--- config.mk ---
export PLATFORM = sky130hd
export DESIGN_NAME = fft_pair_ctrl
export DESIGN_NICKNAME = d
export VERILOG_FILES = /design/src/rtl/fft_pair_ctrl.sv
export SDC_FILE = /design/constraint.sdc
export NUM_CORES = 1
export LEC_CHECK = 0
export BUFFER_PORTS_ARGS = -buffer_cell sky130_fd_sc_hd__buf_2
export CORE_MARGIN = 3
export CORE_UTILIZATION = 50
export CTS_CLUSTER_DIAMETER = 200
export CTS_CLUSTER_SIZE = 30
export DETAILED_ROUTE_END_ITERATION = 16
export MAX_ROUTING_LAYER = met4
export PLACE_DENSITY = 0.89
export SLEW_MARGIN = 20
export SYNTH_ARGS = -nofsm -noshare
export SYNTH_HDL_FRONTEND = slang
export SYNTH_SLANG_ARGS = --single-unit
export TNS_END_PERCENT = 10
--- constraint.sdc ---
create_clock -name clk -period 3.05 [get_ports clk]
set_clock_uncertainty 0.2 [all_clocks]
set_input_delay 0.4575 -clock clk [delete_from_list [all_inputs] [get_ports clk]]
set_output_delay 0.4575 -clock clk [all_outputs]
set_load 0.05 [all_outputs]
--- src/rtl/fft_pair_ctrl.sv ---
// Control sequencer for one radix-2 FFT stage that pairs beat k with beat k+HALF.
// The first half-frame is buffered. During the second half, sums go out on the u path
// while differences overwrite their operands. The buffered differences are then drained on the v path.
module fft_pair_ctrl #(
  parameter int unsigned NUM_BEAT = 32,
  parameter int unsigned AW       = $clog2(NUM_BEAT / 2),
  parameter int unsigned FCW      = 16
) (
  input  logic           clk,
  input  logic           rstn,
  input  logic           flush,
  input  logic           din_valid,
  output logic           din_ready,
  input  logic           dout_ready,
  output logic           dout_valid,
  output logic           sel,
  output logic           buf_wr_en,
  output logic [AW-1:0]  buf_wr_addr,
  output logic [AW-1:0]  buf_rd_addr,
  output logic           bfly_en,
  output logic           busy,
  output logic           frame_done,
  output logic [FCW-1:0] frame_cnt
);

  localparam int unsigned HALF = NUM_BEAT / 2;
  localparam logic [AW-1:0] LAST_IDX = AW'(HALF - 1);

  typedef enum logic [1:0] {
    IDLE  = 2'd0,
    FILL  = 2'd1,
    PAIR  = 2'd2,
    DRAIN = 2'd3
  } state_t;

  state_t         state;
  state_t         state_nxt;
  logic [AW-1:0]  cnt;
  logic [AW-1:0]  cnt_nxt;
  logic [FCW-1:0] frame_cnt_nxt;
  logic           cnt_last;

  assign cnt_last = (cnt == LAST_IDX);

  // State, beat index and completed-frame counter
  always_ff @(posedge clk or negedge rstn) begin
    if (!rstn) begin
      state     <= IDLE;
      cnt       <= '0;
      frame_cnt <= '0;
    end else begin
      state     <= state_nxt;
      cnt       <= cnt_nxt;
      frame_cnt <= frame_cnt_nxt;
    end
  end

  // Next-state and same-cycle output decode from state, index and handshakes
  always_comb begin
    state_nxt     = state;
    cnt_nxt       = cnt;
    frame_cnt_nxt = frame_cnt;
    din_ready     = 1'b0;
    dout_valid    = 1'b0;
    sel           = 1'b0;
    buf_wr_en     = 1'b0;
    buf_wr_addr   = '0;
    buf_rd_addr   = '0;
    bfly_en       = 1'b0;
    busy          = 1'b0;
    frame_done    = 1'b0;

    case (state)
      IDLE: begin
        din_ready = 1'b1;
        if (din_valid) begin
          // Beat 0 of the frame lands at address 0; HALF >= 2 so FILL always follows
          buf_wr_en   = 1'b1;
          buf_wr_addr = '0;
          cnt_nxt     = AW'(1);
          state_nxt   = FILL;
        end
      end

      FILL: begin
        din_ready = 1'b1;
        busy      = 1'b1;
        if (din_valid) begin
          buf_wr_en   = 1'b1;
          buf_wr_addr = cnt;
          if (cnt_last) begin
            cnt_nxt   = '0;
            state_nxt = PAIR;
          end else begin
            cnt_nxt = cnt + AW'(1);
          end
        end
      end

      PAIR: begin
        // Input and output move together: a beat is only taken when its sum can leave
        busy        = 1'b1;
        din_ready   = dout_ready;
        sel         = 1'b0;
        buf_rd_addr = cnt;
        dout_valid  = din_valid;
        bfly_en     = din_valid;
        if (din_valid && dout_ready) begin
          // Difference overwrites the operand it was computed from
          buf_wr_en   = 1'b1;
          buf_wr_addr = cnt;
          if (cnt_last) begin
            cnt_nxt   = '0;
            state_nxt = DRAIN;
          end else begin
            cnt_nxt = cnt + AW'(1);
          end
        end
      end

      DRAIN: begin
        busy        = 1'b1;
        sel         = 1'b1;
        buf_rd_addr = cnt;
        dout_valid  = 1'b1;
        if (dout_ready) begin
          if (cnt_last) begin
            frame_done    = 1'b1;
            frame_cnt_nxt = frame_cnt + FCW'(1);
            cnt_nxt       = '0;
            state_nxt     = IDLE;
          end else begin
            cnt_nxt = cnt + AW'(1);
          end
        end
      end

      default: begin
        state_nxt = IDLE;
        cnt_nxt   = '0;
      end
    endcase

    // Abort overrides everything: no handshake or write completes this cycle
    if (flush) begin
      din_ready     = 1'b0;
      dout_valid    = 1'b0;
      buf_wr_en     = 1'b0;
      frame_done    = 1'b0;
      state_nxt     = IDLE;
      cnt_nxt       = '0;
      frame_cnt_nxt = frame_cnt;
    end
  end

endmodule

==> impl_results.md, run 1 <==
* #FFs+latches synth at 22
* Setup WS post-layout at 0.459 ns
* Crit path to: buf_wr_en
* Final worst-path cycle share at 85.0%
* Number of inserted diodes at 0
* Async set-or-reset flop fraction in the synthesized netlist at 100%
* R2r endpoint: frame_cnt[9]
* Place WS at 0.817 ns
* CP most frequent cell: inv_1
* Share of cells above drive strength 1 at 30.6%
* Worst-skew pair later-pin latency at 0.30 ns
* Placed Area at 1480 um2
* Commonest cells after routing, fill and taps aside: 35 x buf_2, 22 x dfrtp_1, 13 x xnor2_1
* Congestion Overflow GR at 0
* Vias post-DR at 1,053
* Reg-to-reg critical path startpoint: state[0]
* Gpl congestion at 0.846
* CP Capture Type: output pin
* Hold Crit Class: primary input to flop
* Sequential area share after synthesis at 43.3%
* Commonest non-fill, non-tap cell in the layout: buf_2
* Max VDD drop at 0.000491 V
* Worst-case reg-to-reg path depth at 5
* Synth area leaders: dfrtp_1 43%, xnor2_1 8.9%, ha_1 5.9%, nor4_4 3.3%, and2_1 2.9%
* Yosys cell types at 37
* Ys flop type: dfrtp_1
* WHS Path Cells at 2
* CTS tree: built
* Core ar. at 2320 um2
* Buf/Inv on CP at 3
* Min Tclk post-route at 2.59 ns
* Initial core utilization at 54.9%
* Top cell type by total area after synthesis: dfrtp_1
* CTS Buf Count at 3
* # setup viols final at 0
* CP Max Fanout at 8
* Max Clock Freq at 386 MHz
* Row count at 17
* Reg2Reg Setup Slack at 1.02 ns
* Clock sink total at 22
* Max_cap viols at 0
* Yosys warning count at 0
* Relative slew slack at 67.2%
* Global Route Usage Sum at 17.9%
* Num ports at 36
* Syn Area/Cell at 10.4 um2
* Post-CTS Setup Bufs at 0
* Htree depth at 1
* Final-report hold violation count at 0
* RSZ-0062 raised after global routing: false
* CP startpoint kind: flop
* Syn-to-layout area delta at 19.9%
* Synthesized area at 1270 um2
* Pre-antenna DRT Iters at 4
* CP Data Required Time at 2.39 ns
* Pwr dens at 597 nW/um2
* Clk slew on worst S/H paths at 0.12 ns
* Setup TNS at 0 ns
* Yosys top cell area share at 43.3%
* Wire length per cell at 14.4 um
* DRT iter0 DRCs at 38
* CP Data Arrival Time at 1.93 ns
* Synthesized net count at 133
* Vias in the first global route at 1,022
* CP Cell Sequence: inv_1 -> ha_1 -> inv_1 -> a211oi_2 -> and2_1 -> buf_2
* # DRC at 0
* Synth Instances at 122
* Slowest-stage cell, CP: dfrtp_1
* Post-synth EDFFs at 0
* Routed WL at 2710 um
* Vias/cell at 5.60
* First-pass GRT wire length at 4490 um
* Delay-heaviest family, CP: buffers and inverters
* Worst setup startpoint: state[1]
* Crit-path max cell delay at 0.42 ns
* Largest net degree at the start of global routing at 23
* Fin area at 1530 um2
* Final ANT Viol Nets at 0
* DP HPWL at 2050 um
* DIE AREA at 3190 um2
* Initial antenna violation count at 0
* Die Span Y at 56.4 um
* Least-Margin Pin Slew at 0.492 ns
* Final Core Density at 65.8%
* Nets at 172
* Final Max Slew Viols at 0
* Worst-case clock buffer depth at 2
* Root buf cell: clkbuf_4
* Port Buffers at 35
* Crit path depth at 6
* Die width at 56.4 um
* Status: complete, no violations
* Static leakage at 0.788 nW
* Kind of critical path: flop to output pin
==> worst min path at each step <==
stage | start | end
global placement | rstn | frame_cnt[12]
floorplan | rstn | cnt[0]
finish | flush | cnt[1]
CTS | flush | cnt[1]
detailed placement | rstn | frame_cnt[15]
global route | flush | cnt[2]
==> state kept, by name, indices dropped and copies added (netlist names) <==
signal / flops
state: 2
frame_cnt: 16
cnt: 4
==> through the flow <==
stage          hold slack, ns  cells  power (mW)
6_report                0.274    188       0.911
3_5_place_dp            0.249    183       0.758
2_1_floorplan         -0.0381    122       0.669
5_1_grt                 0.285    188       0.975
4_1_cts                 0.259    188       0.917
3_3_place_gp            0.231    183       0.739
==> area by class of cell <==
| class | instances | area [um2] |
|---|---|---|
| Clock buffer | 4 | 36.3 |
| Timing Repair Buffer | 36 | 185 |
| Tap cell | 28 | 35.0 |
| Inverter | 4 | 15.0 |
| Multi-Input combinational cell | 94 | 703 |
| Sequential cell | 22 | 551 |
| Fill cell | 190 | 793 |
==> per-layer routing <==
| layer | share of wire [%] | wire (um) | vias to the layer above | global-route usage [%] |
|---|---|---|---|---|
| li1 | - | - | 502 | - |
| met1 | 42 | 1150 | 496 | 22.9 |
| met2 | 49 | 1340 | 49 | 29.2 |
| met3 | 6.9 | 186 | 6 | 2.53 |
| met4 | 1.4 | 39 | 0 | 5.42 |
| met5 | 0 | 0 | - | - |
==> worst reg2reg max path: stages (launching register included) <==
cell and delay (ns):
dfrtp_1 0.41, ha_1 0.36, nand3b_2 0.21, nor4_4 0.40, nand4_1 0.18, xnor2_1 0.16
==> repair_timing <==
action,in CTS,in global routing
resized for setup,0,0
endpoints found under the hold margin,22,0
hold buffers,1,0
==> cell usage after synthesis (3+ instances only) <==
cell and number:
xnor2_1 13, nand2_1 10, nor2b_1 4, nand4_1 6, dfrtp_1 22, a21oi_1 3
and2_1 6, nand3_1 6, nor3_1 3, mux2i_1 3, inv_1 4, ha_1 6
nor2_1 8
==> power breakdown <==
group	total (mW)	internal, mW	switching (mW)
sequential	0.339	0.313	0.0266
combinational	0.415	0.131	0.284
clock	0.157	0.0727	0.0844
==> logic make-up after synthesis <==
logic type | Yosys count | synth area share, %
AOI/OAI and AO/OA | 11 | 6.39
xor gates and xnor gates | 15 | 10.3
adders and majority gates | 6 | 5.90
buffers and inverters | 6 | 1.87
DFF | 22 | 43.3
muxes | 4 | 3.24
and+or+nand+nor | 58 | 29.0
(Power assumes the default switching activity.)
==> run 2, diff against run 1 <==
ABC_AREA = 1   (was default)
PLACE_DENSITY = 0.88   (was 0.89)
clock period = 2.65 ns   (was 3.05 ns; I/O delays follow)
==> impl_results.md, run 2 <==
* Routed WL at 2720 um (+0.33%)
* Max reg flops at 16 (unchanged)
* Clk slew on worst S/H paths at 0.11 ns (about the same)
* Yosys top cell area share at 39.0% (-4.2 points)
* Worst-case reg-to-reg path depth at 8 (+3)
* Setup TNS at 0 ns (unchanged)
* Syn Area/Cell at 7.50 um2 (-28%)
* Worst-skew pair later-pin latency at 0.30 ns (about the same)
* Kind of critical path: flop to output pin
* Sequential area share after synthesis at 39.0% (-4.2 points)
* Max Clock Freq at 416 MHz
* Port Buffers at 35 (unchanged)
* Final Max Slew Viols at 0 (unchanged)
* CP Data Required Time at 2.05 ns (-0.34 ns)
* CP startpoint kind: flop
* Die Span Y at 59.1 um (+4.7%)
* Post-CTS Setup Bufs at 0 (unchanged)
* Core ar. at 2570 um2 (+11%)
* Synth area leaders: dfrtp_1 39%, nand2_1 14%, inv_1 6.9%, nor2_1 5.6%, ha_1 5.3%
* Number of inserted diodes at 0 (unchanged)
* Yosys cell types at 25 (-32%)
* Count leader, synth: nand2_1
* R2r endpoint: frame_cnt[11]
* First-pass GRT wire length at 4640 um (+3.4%)
* Die width at 59.1 um (+4.7%)
* Final Core Density at 64.8% (-0.97 points)
* Nets at 240 (+40%)
* DP HPWL at 2200 um (+7.5%)
* DIE AREA at 3490 um2 (+9.6%)
* Largest net degree at the start of global routing at 23 (unchanged)
* Relative slew slack at 68.3% (+1.2 points)
* Final ANT Viol Nets at 0 (unchanged)
* Placed insts at 253 (+38%)
* Hold Crit Class: primary input to flop
* CP Capture Type: output pin
* Vias/cell at 4.82 (-14%)
* WHS Path Cells at 4 (+2)
* CTS Buf Count at 3 (unchanged)
* Clock sink total at 22 (unchanged)
* Reg-to-reg critical path startpoint: state[0]
* Syn-to-layout area delta at 18.0%
* Pre-antenna DRT Iters at 4 (unchanged)
* Status: complete, no violations
* Root buf cell: clkbuf_4
* Hold EP: cnt[0]
* # DRC at 0 (unchanged)
* Hold-fix buffers at CTS at 1 (unchanged)
* Initial core utilization at 54.9% (about the same)
* Max VDD drop at 0.000402 V (-18%)
* Final-report hold violation count at 0 (unchanged)
* Min Hold Slack at 0.290 ns (+0.0151 ns)
* CTS tree: built
* Layout Cells excl Fill at 257 (+37%)
* Synthesized area at 1410 um2 (+11%)
* Post-synth top cells: 51 x nand2_1, 26 x inv_1, 22 x dfrtp_1
* Share of cells above drive strength 1 at 26.0% (-4.6 points)
* Static leakage at 0.899 nW (+14%)
* Wire length per cell at 10.6 um (-27%)
* CP Data Arrival Time at 1.80 ns (-0.13 ns)
* Row count at 18 (+1)
* Global Route Usage Sum at 17.7% (-0.13 points)
* Gpl congestion at 0.846 (about the same)
* Yosys warning count at 0 (unchanged)
* Commonest cells after routing, fill and taps aside: 51 x nand2_1, 35 x buf_2, 26 x inv_1
* # setup viols final at 0 (unchanged)
* Setup WS post-layout at 0.248 ns (-0.211 ns)
* Async set-or-reset flop fraction in the synthesized netlist at 100% (unchanged)
* Place WS at 0.583 ns (-0.234 ns)
* Synth Instances at 188 (+54%)
* Biggest registers after layout: frame_cnt: 16 flops, cnt: 4 flops, state: 2 flops
* Top cell type by total area after synthesis: dfrtp_1
* Worst-case clock buffer depth at 2 (unchanged)
* Vias post-DR at 1,239 (+18%)
* Synthesized net count at 199 (+50%)
* DRT iter0 DRCs at 26 (-32%)
* #FFs+latches synth at 22 (unchanged)
* Reg2Reg Setup Slack at 0.77 ns (-0.25 ns)
* Final worst-path cycle share at 90.6%
* Max_cap viols at 0 (unchanged)
* HP Start: flush
* Pwr dens at 559 nW/um2 (-6.4%)
* Post-synth EDFFs at 0 (unchanged)
* CP Max Fanout at 5 (-3)
* RSZ-0062 raised after global routing: false
* Ys flop type: dfrtp_1
* Min Tclk post-route at 2.40 ns
* Num ports at 36 (unchanged)
* Htree depth at 1 (unchanged)
* Least-Margin Pin Slew at 0.475 ns (-0.0175 ns)
* Biggest register: frame_cnt
* Congestion Overflow GR at 0 (unchanged)
* Initial antenna violation count at 0 (unchanged)
* Vias in the first global route at 1,071 (+4.8%)
* Commonest non-fill, non-tap cell in the layout: nand2_1
* Post-cts resize count at 0 (unchanged)
## run 2: cells by family after synthesis
group / count (synthesis) / share of synthesized area [%]
adder cells (fa/ha/maj): 6 / 5.32
buffers and inverters: 28 / 7.99
AND/OR/NAND/NOR: 114 / 37.1
flip-flops: 22 / 39.0
XOR/XNOR: 10 / 7.28
AO/OA/AOI/OAI: 8 / 3.28
## run 2: through the flow
step / total power, mW / instance area [um2]
final: 0.930 / 1660
after floorplan: 0.707 / 1420
after global routing: 0.998 / 1660
after CTS: 0.940 / 1660
after global placement: 0.791 / 1630
after detailed placement: 0.795 / 1630
## run 2: how the worst max path moves through the flow
| stage | start | endpoint | slack, ns | cells past startpoint |
|---|---|---|---|---|
| after floorplan | state[0] | buf_wr_en | 0.06 | 3 |
| after CTS | state[0] | buf_wr_en | 0.24 | 6 |
| after detailed placement | state[0] | buf_wr_en | 0.58 | 6 |
| after global placement | state[0] | buf_wr_en | 0.62 | 6 |
| after global routing | state[0] | buf_wr_en | 0.10 | 6 |
| final | state[0] | buf_wr_en | 0.25 | 6 |
## run 2: per-layer routing
metal | GRT usage (%) | vias to the layer above | share of wire, %
li1 | - | 672 | -
met1 | 24.9 | 537 | 52
met2 | 25.9 | 26 | 43
met3 | 4.58 | 4 | 3.6
met4 | 3.88 | 0 | 1.1
met5 | - | - | 0
## run 2: worst max-delay path, cell delays in order, from the launching register on
cell and delay, ns:
dfrtp_1 0.42, inv_1 0.10, ha_1 0.25, nand2_1 0.12
a211oi_4 0.24, and2_1 0.14, buf_2 0.25
## run 2: final cells by class
type | count | area, um2
Inverter | 27 | 101
Clock buffer | 3 | 22.5
Timing Repair Buffer | 37 | 193
Multi-Input combinational cell | 138 | 759
Sequential cell | 22 | 551
Fill cell | 241 | 903
Tap cell | 30 | 37.5
## run 2: power breakdown
part           internal (mW)  switching, mW
combinational          0.109          0.295
clock                 0.0530         0.0882
sequential             0.360         0.0249
total                  0.522          0.408
